**src/rtl/pattern_serializer.sv**
```systemverilog
// Streams a run of bytes read from pattern_ram onto one serial line, MSB first,
// holding each bit for a programmable number of clocks and prefetching the next byte.
module pattern_serializer #(
  parameter int   DATA_BIT   = 8,
  parameter int   ADDR_BIT   = 8,
  parameter int   DIV_BIT    = 16,
  parameter int   RD_LATENCY = 1,
  parameter logic IDLE_LEVEL = 1'b0
) (
  input  logic                clk,
  input  logic                rst_n,
  input  logic                start_i,
  input  logic [ADDR_BIT-1:0] base_addr_i,
  input  logic [ADDR_BIT-1:0] len_i,
  input  logic [DIV_BIT-1:0]  divisor_i,
  output logic [ADDR_BIT-1:0] ram_addr_o,
  input  logic [DATA_BIT-1:0] ram_q_i,
  output logic                serial_o,
  output logic                busy_o,
  output logic                done_o
);

  localparam int LAT_W = 3;
  localparam int BIT_W = (DATA_BIT > 1) ? $clog2(DATA_BIT) : 1;

  typedef enum logic [1:0] {IDLE, FETCH, SHIFT} state_t;

  state_t              state, state_next;
  logic [LAT_W-1:0]    fetch_cnt, pf_cnt;
  logic                pf_pend;
  logic [DIV_BIT-1:0]  div_val, div_cnt;
  logic [BIT_W-1:0]    bit_cnt;
  logic [ADDR_BIT-1:0] byte_cnt;
  logic [DATA_BIT-1:0] shreg, nbuf;

  logic start_ok, fetch_rdy, pf_take, bit_end, byte_end, last_end;

  // A zero divisor would never end a bit period, so it is promoted to one.
  function automatic logic [DIV_BIT-1:0] clamp_div(input logic [DIV_BIT-1:0] d);
    return (d == '0) ? DIV_BIT'(1) : d;
  endfunction

  assign start_ok  = start_i && !done_o;
  assign fetch_rdy = (fetch_cnt == LAT_W'(RD_LATENCY));
  assign pf_take   = pf_pend && (pf_cnt == LAT_W'(RD_LATENCY));
  assign bit_end   = (div_cnt == div_val - DIV_BIT'(1));
  assign byte_end  = bit_end && (bit_cnt == '0);
  assign last_end  = byte_end && (byte_cnt == '0);

  always_comb begin
    state_next = state;
    case (state)
      IDLE:    if (start_ok && len_i != '0) state_next = FETCH;
      FETCH:   if (fetch_rdy) state_next = SHIFT;
      SHIFT:   if (last_end) state_next = IDLE;
      default: state_next = IDLE;
    endcase
  end

  always_ff @(posedge clk or negedge rst_n) begin
    if (!rst_n) state <= IDLE;
    else        state <= state_next;
  end

  // Control: counters, address, serial line and handshake
  always_ff @(posedge clk or negedge rst_n) begin
    if (!rst_n) begin
      fetch_cnt  <= '0;
      pf_cnt     <= '0;
      pf_pend    <= 1'b0;
      div_val    <= '0;
      div_cnt    <= '0;
      bit_cnt    <= '0;
      byte_cnt   <= '0;
      ram_addr_o <= '0;
      serial_o   <= IDLE_LEVEL;
      busy_o     <= 1'b0;
      done_o     <= 1'b0;
    end else begin
      done_o <= 1'b0;
      case (state)
        IDLE: begin
          fetch_cnt <= '0;
          if (start_ok) begin
            if (len_i != '0) begin
              ram_addr_o <= base_addr_i;
              byte_cnt   <= len_i - ADDR_BIT'(1);
              div_val    <= clamp_div(divisor_i);
              busy_o     <= 1'b1;
            end else begin
              done_o <= 1'b1;
            end
          end
        end
        FETCH: begin
          if (fetch_rdy) begin
            serial_o   <= ram_q_i[DATA_BIT-1];
            ram_addr_o <= ram_addr_o + ADDR_BIT'(1);
            bit_cnt    <= BIT_W'(DATA_BIT - 1);
            div_cnt    <= '0;
            pf_pend    <= 1'b1;
            pf_cnt     <= '0;
          end else begin
            fetch_cnt <= fetch_cnt + LAT_W'(1);
          end
        end
        SHIFT: begin
          if (pf_take)      pf_pend <= 1'b0;
          else if (pf_pend) pf_cnt  <= pf_cnt + LAT_W'(1);
          if (!bit_end) begin
            div_cnt <= div_cnt + DIV_BIT'(1);
          end else begin
            div_cnt <= '0;
            if (!byte_end) begin
              bit_cnt  <= bit_cnt - BIT_W'(1);
              serial_o <= shreg[DATA_BIT-2];
            end else if (last_end) begin
              serial_o <= IDLE_LEVEL;
              busy_o   <= 1'b0;
              done_o   <= 1'b1;
            end else begin
              serial_o   <= nbuf[DATA_BIT-1];
              ram_addr_o <= ram_addr_o + ADDR_BIT'(1);
              byte_cnt   <= byte_cnt - ADDR_BIT'(1);
              bit_cnt    <= BIT_W'(DATA_BIT - 1);
              pf_pend    <= 1'b1;
              pf_cnt     <= '0;
            end
          end
        end
        default: ;
      endcase
    end
  end

  // Data: shift register and prefetched next-byte buffer
  always_ff @(posedge clk) begin
    if (state == FETCH && fetch_rdy)
      shreg <= ram_q_i;
    else if (state == SHIFT && bit_end)
      shreg <= byte_end ? nbuf : (shreg << 1);
    if (state == SHIFT && pf_take)
      nbuf <= ram_q_i;
  end

endmodule

```
**config.mk**
```make
export PLATFORM = sky130hd
export DESIGN_NAME = pattern_serializer
export DESIGN_NICKNAME = d
export VERILOG_FILES = /design/src/rtl/pattern_serializer.sv
export SDC_FILE = /design/constraint.sdc
export NUM_CORES = 1
export LEC_CHECK = 0
export CORE_UTILIZATION = 35
export CTS_CLUSTER_SIZE = 10
export DETAILED_ROUTE_END_ITERATION = 7
export GPL_TIMING_DRIVEN = 1
export MAX_ROUTING_LAYER = met4
export PLACE_DENSITY_LB_ADDON = 0.08
export SLEW_MARGIN = 20
export SYNTH_ARGS = -nofsm -noshare
export SYNTH_HDL_FRONTEND = slang
export SYNTH_SLANG_ARGS = --single-unit
```
**constraint.sdc**
```tcl
create_clock -name clk -period 4.4 [get_ports clk]
set_input_delay 0.88 -clock clk [delete_from_list [all_inputs] [get_ports clk]]
set_output_delay 0.88 -clock clk [all_outputs]
set_load 0.02 [all_outputs]
```
# Word level (Yosys, flattened, before mapping)
# Cells that the tools add are included.
[classes]
add_sub_neg = 8
reduce_logical = 28
n_mux = 61
eq_ne = 15
[ops]
columns = ["op", "count"]
rows = [
  ["two-way mux 8 bit", 11],
  ["two-way mux 16 bit", 3],
  ["two-way mux 3 bit", 11],
  ["one-hot mux 16 bit (2 select lines)", 1],
  ["one-hot mux 8 bit (3 select lines)", 1],
  ["two-way mux 7 bit", 3],
  ["two-way mux 1 bit", 19],
  ["!= test 2 bit (second input constant)", 9],
  ["one-hot mux 3 bit (2 select lines)", 3],
  ["adder 16 x 1 -> 16 bit (second input constant)", 1],
  ["equality test 16 bit", 1],
  ["logical NOT 16 bit", 1],
  ["one-hot mux 8 bit (2 select lines)", 1],
  ["subtractor 16 x 1 -> 16 bit (second input constant)", 1],
  ["subtractor 8 x 1 -> 8 bit (second input constant)", 2],
  ["AND reduction 6 bit", 2],
  ["AND reduction 3 bit", 3],
  ["adder 8 x 1 -> 8 bit (second input constant)", 1],
  ["logical AND 1 bit", 8],
  ["logical NOT 8 bit", 1],
  ["one-hot mux 1 bit (2 select lines)", 4],
  ["nonzero test 2 bit", 4],
  ["nonzero test 8 bit", 1],
  ["AND reduction 7 bit", 1],
  ["other kinds (14)", 19],
]
[word_totals]
out_inout_bits = 11
register_bits = 78

# Depth between registers and ports, before layout
# Gate-level depths: netlist of the first run.
[depth]
depth_word = 8
ltp_mapped = 12
mapped_depth_nobuf = 9

# Least setup slack after synthesis of the first run
# No wires, ideal clock.
[synth_path]
path_type = "register to register"
startpoint = "reg div_val[0]"
endpoint = "reg shreg[0], enable pin"
setup_slack_ns = 1.178
stages_incl_launch_ff = 12
arrival_ns = 2.841
synth_period_minus_slack_ns = 3.222
path_cell_list = "dfrtp_1 > buf_2 > inv_1 > ha_1 > clkbuf_1 > or4_1 > a311oi_1 > a311o_1 > nand4_1 > buf_2 > buf_2 > o21ai_0"
[synth_between]
elab_chain_cells = 4
[synth_lines]
columns = ["item", "line_no", "rtl"]
rows = [
  ["start, declared", "31", "logic [DIV_BIT-1:0] div_val, div_cnt;"],
  ["start signal, assigned", "88", "div_val <= clamp_div(divisor_i);"],
  ["subtractor 16 x 1 -> 16 bit", "46", "assign bit_end = (div_cnt == div_val - DIV_BIT'(1));"],
  ["equality test 16 bit", "46", ""],
  ["logical AND 1 bit", "140", "else if (state == SHIFT && bit_end)"],
  ["nonzero test 2 bit (no line)", "-", ""],
  ["end signal, assigned", "139", "shreg <= ram_q_i;"],
  ["end signal, assigned", "141", "shreg <= byte_end ? nbuf : (shreg << 1);"],
  ["end, declared", "34", "logic [DATA_BIT-1:0] shreg, nbuf;"],
]
# Every way passes these cells.
# A chain may end at the register's enable or synchronous reset.

# Final worst setup path of the first run
[layout_path]
startpoint = "reg div_val[0]"
endpoint = "reg serial_o"
[layout_between]
elab_chain_cells = 8
[layout_lines]
columns = ["item", "line_no", "rtl"]
rows = [
  ["subtractor 16 x 1 -> 16 bit (*)", "46", ""],
  ["equality test 16 bit (*)", "46", ""],
  ["logical AND 1 bit", "47", "assign byte_end = bit_end && (bit_cnt == '0);"],
  ["logical AND 1 bit", "48", "assign last_end = byte_end && (byte_cnt == '0);"],
  ["two-way mux 1 bit", "117", "end else if (last_end) begin"],
  ["two-way mux 1 bit", "114", "if (!byte_end) begin"],
  ["two-way mux 1 bit", "110", "if (!bit_end) begin"],
  ["one-hot mux 1 bit (2 select lines)", "81", "case (state)"],
  ["end signal, assigned", "97", "serial_o <= ram_q_i[DATA_BIT-1];"],
  ["end signal, assigned", "116", "serial_o <= shreg[DATA_BIT-2];"],
  ["end signal, assigned", "122", "serial_o <= nbuf[DATA_BIT-1];"],
  ["end, declared", "18", "output logic serial_o,"],
]
# Every way passes the cells marked *; elsewhere a longest branch is shown, timed or not. The select of a mux whose other input is x is not followed.

==> results.md, run 1 <==
Status:
- The flow ran to the end, and the final reports show no timing, DRC or antenna violations.

Yosys:
- The synthesized instance count is roughly 500.
- The predominant post-synthesis flop cell is sky130_fd_sc_hd__dfrtp_1.
- The number of synthesized register bits is slightly below 80.
- During synthesis, Yosys emitted a total of 0 warnings.
- Each instance of the synthesized netlist takes up on average 9.51 sq um.
- Summing the sequential cell areas from Yosys gives 42.0% of the chip area.
- The number of synthesized flops with an enable pin is 15.
- The number of nets handed over by synthesis was roughly 560.
- The number of unique standard cell types used by synthesis is 65.
- The async set-reset flop share out of synthesis is 80.8%.
- The synthesized netlist occupies a cell area of 4830 sq um.

Route:
- The post-route DRC violation count is 0.
- After detailed routing, the average wire length per cell comes to 16.1 microns.
- After detailed routing, the total wire length is 11800 microns.
- The detailed-route vias per instance is 5.41.
- In this run the remaining antenna-violating nets after routing total 0.
- The detailed-route via count is 3972.
- The first detailed-routing pass ran for 4 iterations.
- The iteration-0 DRC count of the detailed router is 261.

STA:
- The fmax is slightly above 300 MHz.
- The post-route minimum period is 3.22 ns.
- Dividing the final minimum period by the clock period gives approximately 73%.
- The hold violation count in the final report is 0.
- The largest clock skew in the final design is 0.00722 ns.
- Setup violations remaining at the end of the flow were counted as 0.
- The number of pins with negative max-slew slack in the final report is 0.
- Setup repair after global routing left no endpoint under its margin.
- In the final timing run, aggregate negative setup slack is 0 ns.
- Hold is met by ~0.51 ns.
- Headroom to the max-slew limit came out at 42.6%.
- The pin slew with the least headroom to its limit is 0.861 ns.

CTS:
- Clock latency on the worst-skew pair, taken at its later pin, is 0.34 ns.
- The clock net in this run drives a total of 78 sinks.
- The number of instances resized during post-cts repair is 0.
- The H-tree depth is 3.
- The number of CTS-inserted buffers is 9.
- The number of buffers between clock root and the deepest sink is 2.
- The setup fix buffers added after clock tree synthesis is 0.
- The clock root buffer master is sky130_fd_sc_hd__clkbuf_16.
- The clock slew at the register clock pins of the worst setup and hold paths is roughly 0.060 ns.
- TritonCTS built the clock tree.
- Buffers inserted to repair hold after CTS numbered 0.

Floorplan:
- The vertical die dimension is 119 microns.
- The starting density of the core is a little over a third.
- The area enclosed by the die boundary is about 14000 sq um.
- The placement row count is 42.
- The core region is 13300 sq um.
- The horizontal die dimension is 119 microns.
- The number of I/O pins is 54.

GRT:
- The number of global-route vias before repair is 3952.
- The global route total overflow is 0.
- The pin count of the biggest net entering global routing is 44.
- In the global route stage, overall resource usage came out at a little under a fifth.
- The number of antenna violations at the first check in global routing came to 0.
- The first global-routing pass estimated roughly 20000 microns of wire.

Place:
- The congestion estimate from routability-driven global placement came to 0.854.
- The half-perimeter wire length after detailed placement is ~8500 microns.
- Buffers placed on the I/O ports in this run total between 50 and 60.

Critical path:
- STA puts the critical path data arrival time at 3.42 ns.
- The startpoint type of the worst setup path is a flop.
- The maximum fanout along the worst path is 20.
- The worst setup path is of the flop to flop kind.
- The worst setup path is captured at a flop.
- The endpoint required time on the critical path is 4.59 ns.

Finish:
- The area growth from synthesis to layout is 21.6%.
- The final layout contains 609 nets.
- Of the cells placed in the final design, the portion with a size suffix greater than 1 is under 10%.
- The antenna cell count is 0.
- Once layout is complete, the utilization of the core stands at between 40 and 50%.

Min path:
- The path category of the worst min-delay check is flop to flop.

Power and ir drop:
- Across the VDD grid, the largest voltage drop is 0.363 mV.
- The overall power after layout is roughly 3.8 mW.
- The power density normalized to cell area is 640 nW/um^2.
- The static leakage power is 2.34 nW.

Flow run:
- The tool flagged a number of max-cap violations equal to 0.
flip-flops by register name, summed over array words and instances (netlist names):
| name | cells |
|---|---|
| busy_o | 1 |
| div_val | 16 |
| bit_cnt | 3 |
| fetch_cnt | 3 |
| pf_pend | 1 |
| done_o | 1 |
| nbuf | 8 |
| byte_cnt | 8 |
| div_cnt | 16 |
| shreg | 7 |
| pf_cnt | 3 |
| state | 2 |
| serial_o | 1 |
| ram_addr_o | 8 |
cells in the mapped netlist (10+ instances only):
cell type | count | area share, %
sky130_fd_sc_hd__nand3_1 | 20 | 2.1
sky130_fd_sc_hd__dfrtp_1 | 63 | 33
sky130_fd_sc_hd__xor2_1 | 16 | 2.9
sky130_fd_sc_hd__o21ai_0 | 22 | 2.3
sky130_fd_sc_hd__a31oi_1 | 10 | 1.3
sky130_fd_sc_hd__mux2i_1 | 17 | 3.5
sky130_fd_sc_hd__nor3_1 | 13 | 1.3
sky130_fd_sc_hd__a21oi_1 | 22 | 2.3
sky130_fd_sc_hd__inv_1 | 22 | 1.7
sky130_fd_sc_hd__o211ai_1 | 10 | 1.6
sky130_fd_sc_hd__ha_1 | 13 | 3.4
sky130_fd_sc_hd__edfxtp_1 | 15 | 9.3
sky130_fd_sc_hd__nand2_1 | 37 | 2.9
sky130_fd_sc_hd__xnor2_1 | 16 | 2.9
sky130_fd_sc_hd__nand4_1 | 18 | 2.3
sky130_fd_sc_hd__nand2b_1 | 10 | 1.3
sky130_fd_sc_hd__mux2_2 | 16 | 3.7
sky130_fd_sc_hd__nor2_1 | 47 | 3.7
sky130_fd_sc_hd__clkbuf_1 | 20 | 1.6
critical path, cell delays in order, from the launching register on:
cell                       delay (ns)
sky130_fd_sc_hd__dfrtp_1         0.47
sky130_fd_sc_hd__inv_1           0.08
sky130_fd_sc_hd__ha_1            0.31
sky130_fd_sc_hd__or4_1           0.54
sky130_fd_sc_hd__a311oi_1        0.23
sky130_fd_sc_hd__a311o_1         0.26
sky130_fd_sc_hd__nand4_1         0.10
sky130_fd_sc_hd__buf_4           0.21
sky130_fd_sc_hd__a21oi_1         0.71
sky130_fd_sc_hd__o22ai_1         0.15
metrics by stage:
step | worst slack [ns] | instance area (sq um) | cells
3_5_place_dp | 1.11 | 5520 | 718
5_1_grt | 0.821 | 5870 | 734
4_1_cts | 1.14 | 5870 | 734
6_report | 1.18 | 5870 | 734
3_3_place_gp | 1.16 | 5520 | 718
2_1_floorplan | 1.18 | 4830 | 508
final timing paths:
path	startpoint	end	slack, ns	cells after the start
worst max-delay path	div_val[0]	serial_o	1.18	9
worst min-delay path	fetch_cnt[2]	fetch_cnt[2]	0.51	1
worst max register to register	div_val[0]	serial_o	1.18	9
worst min register to register	fetch_cnt[2]	fetch_cnt[2]	0.51	1
max in group asynchronous	rst_n	div_cnt[1]	3.14	2
min in group asynchronous	rst_n	div_val[11]	0.53	1
cells in the final DEF (no fill, tap or decap), types with 12 or more instances in the layout:
master                            instances
sky130_fd_sc_hd__nand4_1                 18
sky130_fd_sc_hd__edfxtp_1                15
sky130_fd_sc_hd__nor2_1                  47
sky130_fd_sc_hd__xor2_1                  16
sky130_fd_sc_hd__nand2_1                 37
sky130_fd_sc_hd__clkdlybuf4s50_1         52
sky130_fd_sc_hd__nor3_1                  12
sky130_fd_sc_hd__dfrtp_1                 63
sky130_fd_sc_hd__mux2_2                  16
sky130_fd_sc_hd__inv_1                   22
sky130_fd_sc_hd__xnor2_1                 16
sky130_fd_sc_hd__o21ai_0                 22
sky130_fd_sc_hd__mux2i_1                 17
sky130_fd_sc_hd__a21oi_1                 22
sky130_fd_sc_hd__nand3_1                 20
sky130_fd_sc_hd__ha_1                    13
per-layer routing:
metal	GRT usage [%]	wire, microns	part of all wire [%]
met1	23.6	5680	48
met2	29.0	5610	48
met3	2.73	282	2.4
met4	7.34	215	1.8
met5	-	0	0
kinds of logic after synthesis:
logic type | synth area share (%)
AND/OR/NAND/NOR | 20.6
AO/OA/AOI/OAI | 16.6
flip-flops | 42.0
multiplexers | 7.25
buffers and inverters | 4.35
XOR/XNOR | 5.80
adder cells (fa/ha/maj) | 3.37
area by class of cell:
class / count / area [sq um]
flip-flops and latches: 78 / 2030
multi-input cells: 380 / 2600
clock inverters: 3 / 90.1
fillers: 1329 / 7470
inverters: 22 / 82.6
well taps: 176 / 220
repair buffers: 62 / 596
clock buffers: 13 / 260
power breakdown:
part	switching, mW	internal, mW
clock	0.296	0.586
sequential	0.289	0.982
combinational	0.895	0.711
(Power assumes the default switching activity.)
==> run 2: changes to the inputs <==
==> constraint.sdc (replaced) <==
create_clock -name clk -period 3.2 [get_ports clk]
set_input_delay 0.64 -clock clk [delete_from_list [all_inputs] [get_ports clk]]
set_output_delay 0.64 -clock clk [all_outputs]
set_load 0.02 [all_outputs]
==> run 2 against run 1 <==
Against the previous run:
- worst hold slack worse by 0.17 ns
- routed wire length is 5.1% higher
- worst setup slack worse by 0.98 ns
- final cell count is 2.2% higher
- sequential share of layout area is 0.34 points lower
- flip-flop and latch count stayed put
- die area stayed put
- critical endpoint is now byte_cnt[4]
- largest power group unchanged
==> results.md, run 2 (synthesis results as in run 1) <==
Finish:
- The post-route cell area was 5930 sq um (was 5870 sq um).
- The antenna cell count is 0 (unchanged).
- The count of non-filler cells in the finished layout came to 750 (was 734).
- Highest-count cells in the layout ignoring fill and taps: 63 x sky130_fd_sc_hd__dfrtp_1, 52 x sky130_fd_sc_hd__clkdlybuf4s50_1, 47 x sky130_fd_sc_hd__nor2_1 (unchanged).
- The layout overhead on the synthesized area is 22.8% (was 21.6%).
- The count of nets after finishing is 626 (was 609).
- The leading cell type in the layout, fill and taps excluded is sky130_fd_sc_hd__dfrtp_1 (unchanged).
- Registers with the most flip-flops: div_cnt: 16 flops, div_val: 16 flops (unchanged).
- The proportion of layout cells with a drive suffix above 1 is 12.0% (was 9.86%).

STA:
- The pin slew with the least headroom to its limit is 0.699 ns (was 0.861 ns).
- The largest clock skew in the final design is 0.00833 ns (was 0.00722 ns).
- The worst slew margin relative to its limit was 53.2% (was 42.6%).
- The final setup slack of the worst path is 0.190 ns (was 1.18 ns).
- The post-route minimum period is 3.01 ns (was 3.22 ns).
- The total of endpoints with negative setup slack in the final report was 0 (unchanged).
- The period utilization is 94.1% (was 73.3%).
- The fmax was 332 MHz (was 310 MHz).
- Unrepaired setup endpoints after global routing: no (unchanged).
- The number of pins with negative max-slew slack in the final report came to 0 (unchanged).
- The aggregate negative setup slack is 0 ns (unchanged).
- The hold violation count in the final report came to 0 (unchanged).

CTS:
- The hold-fix buffer count after cts is 0 (unchanged).
- The number of CTS-inserted buffers is 9 (unchanged).
- The number of instances resized during post-cts repair came to 0 (unchanged).
- The worst-skew pair later-pin latency is 0.34 ns (about the same).
- The H-tree depth is 3 (unchanged).
- The clock slew at the register clock pins of the worst setup and hold paths is 0.06 ns (about the same).
- The clock sink total is 78 (unchanged).
- The number of buffers between clock root and the deepest sink came to 2 (unchanged).
- The TritonCTS clock tree is done (unchanged).
- The clock root buffer master was sky130_fd_sc_hd__clkbuf_16 (unchanged).

Route:
- The wire length per cell after detailed routing is 16.5 microns (was 16.1 microns).
- The iteration-0 DRC count of the detailed router is 302 (was 261).
- The post-route DRC violation count is 0 (unchanged).
- The number of optimization iterations in the first detailed-route pass came to 4 (unchanged).
- The detailed-route vias per instance came to 5.45 (was 5.41).
- The detailed-route via count is 4091 (was 3972).
- The antenna violation net count after detailed routing is 0 (unchanged).
- The total length of routed wires is 12400 microns (was 11800 microns).

Power and ir drop:
- The internal power of the cells came to 2.96 mW (was 2.28 mW).
- The combinational share of power is 47.4% (was 42.7%).
- The switching power as a share of total power is 41.0% (was 39.4%).
- The power density normalized to cell area is 846 nW/um^2 (was 640 nW/um^2).
- The share of total power in sequential cells is 34.0% (was 33.8%).
- The static leakage power is 2.38 nW (was 2.34 nW).
- The maximum vdd ir drop is 0.441 mV (was 0.363 mV).
- The overall power after layout was 5.02 mW (was 3.76 mW).
- The part of the total power dissipated in the clock network is 18.6% (was 23.5%).
- The switching component of the power is 2.06 mW (was 1.48 mW).

Floorplan:
- The placement row count is 42 (unchanged).
- The horizontal die dimension is 119 microns (unchanged).
- The vertical die dimension is 119 microns (unchanged).
- The placeable core region came to 13300 sq um (unchanged).
- The starting density of the core is 36.2% (unchanged).
- The number of I/O pins is 54 (unchanged).
- The area enclosed by the die boundary came to 14300 sq um (unchanged).

Critical path:
- The endpoint required time on the critical path is 3.46 ns (was 4.59 ns).
- The startpoint type of the worst setup path is a flop (unchanged).
- The maximum fanout along the worst path is 16 (was 20).
- The launching instance or port of the critical path is div_val[1] (was div_val[0]).
- The kind of critical path is flop to flop (unchanged).
- The critical path data arrival time is 3.27 ns (was 3.42 ns).
- The beginning of the worst register-to-register path is div_val[1] (was div_val[0]).
- The kind of end point of the critical path was a flop (unchanged).

GRT:
- The global route total overflow is 0 (unchanged).
- The pin count of the biggest net entering global routing was 39 (was 44).
- The number of antenna violations at the first check in global routing is 0 (unchanged).
- The overall global routing resource usage is 18.9% (was 18.4%).
- The global-route wire length before repair is 20500 microns (was 20000 microns).
- The number of global-route vias before repair is 4019 (was 3952).

Place:
- The routability congestion estimate from global placement is 0.796 (was 0.854).
- The half-perimeter wire length after detailed placement is 8950 microns (was 8480 microns).
- The number of I/O port buffers came to 53 (unchanged).
- The cell area reported after detailed placement is 5650 sq um (was 5520 sq um).
- The cell count after placement is 733 (was 718).
- The pre-CTS setup slack is 0.204 ns (was 1.11 ns).

Min path:
- The path category of the worst min-delay check is input pin to asynchronous set/reset pin (was flop to flop).

Status:
- Run status: completed (unchanged).

Flow run:
- The number of maximum-capacitance violations is 0 (unchanged).
## run 2: changes by cell type in the layout (fill, tap and decap cells not counted), sizes merged
cell | previous run | this run
bufinv | 3 | 0
clkinv | 0 | 2
buf | 10 | 27
## run 2: critical path: stages (launching register included)
cell                       delay [ns]
sky130_fd_sc_hd__dfrtp_1         0.43
sky130_fd_sc_hd__inv_1           0.08
sky130_fd_sc_hd__ha_1            0.25
sky130_fd_sc_hd__or4_1           0.53
sky130_fd_sc_hd__a311oi_1        0.25
sky130_fd_sc_hd__a311o_1         0.29
sky130_fd_sc_hd__nand4_4         0.30
sky130_fd_sc_hd__buf_4           0.28
sky130_fd_sc_hd__o41a_1          0.36
sky130_fd_sc_hd__o211ai_1        0.15
## run 2: area by class of cell
| type | count | area, sq um |
|---|---|---|
| clock buffer | 13 | 250 |
| clock inverter | 2 | 8.76 |
| fill | 1304 | 7410 |
| inverter | 22 | 82.6 |
| multi-input combinational | 380 | 2600 |
| sequential | 78 | 2030 |
| tap | 176 | 220 |
| timing repair buffer | 79 | 746 |
## run 2: layer usage
metal  up-vias  routed length, microns  GRT usage [%]
met3        18                     446           3.83
met1      1983                    5780           23.9
met4         0                     200           6.25
met5         -                       0              -
met2        92                    5950           30.2
li1       1998                       -              -
## run 2: per-stage QoR
step | hold WS [ns] | utilization (%)
3_3_place_gp | 0.481 | 42.3
6_report | 0.331 | 44.5
5_1_grt | 0.377 | 44.5
4_1_cts | 0.352 | 44.2
3_5_place_dp | 0.494 | 42.3
2_1_floorplan | 0.344 | -
## run 2: final timing paths
check | endpoint | slack [ns] | depth (start not counted)
setup / recovery | byte_cnt[4] | 0.19 | 9
hold / removal | div_val[8] | 0.33 | 1
setup reg to reg | byte_cnt[4] | 0.19 | 9
hold reg to reg | fetch_cnt[2] | 0.50 | 1
max in group asynchronous | fetch_cnt[1] | 2.23 | 2
min in group clk | fetch_cnt[2] | 0.50 | 1
## run 2: power groups by stage
stage	Sequential (mW)	Clock (mW)	Combinational (mW)
2_1_floorplan	1.70	0	1.60
3_3_place_gp	1.72	0	2.34
3_5_place_dp	1.72	0	2.37
4_1_cts	1.71	0.962	2.38
5_1_grt	1.76	0.997	2.63
6_report	1.71	0.933	2.38
## run 2: what timing repair did
action                                 in CTS  in global routing
buffers inserted                            0                  2
endpoints found under the hold margin       0                  0
setup endpoints to repair                   0                  8
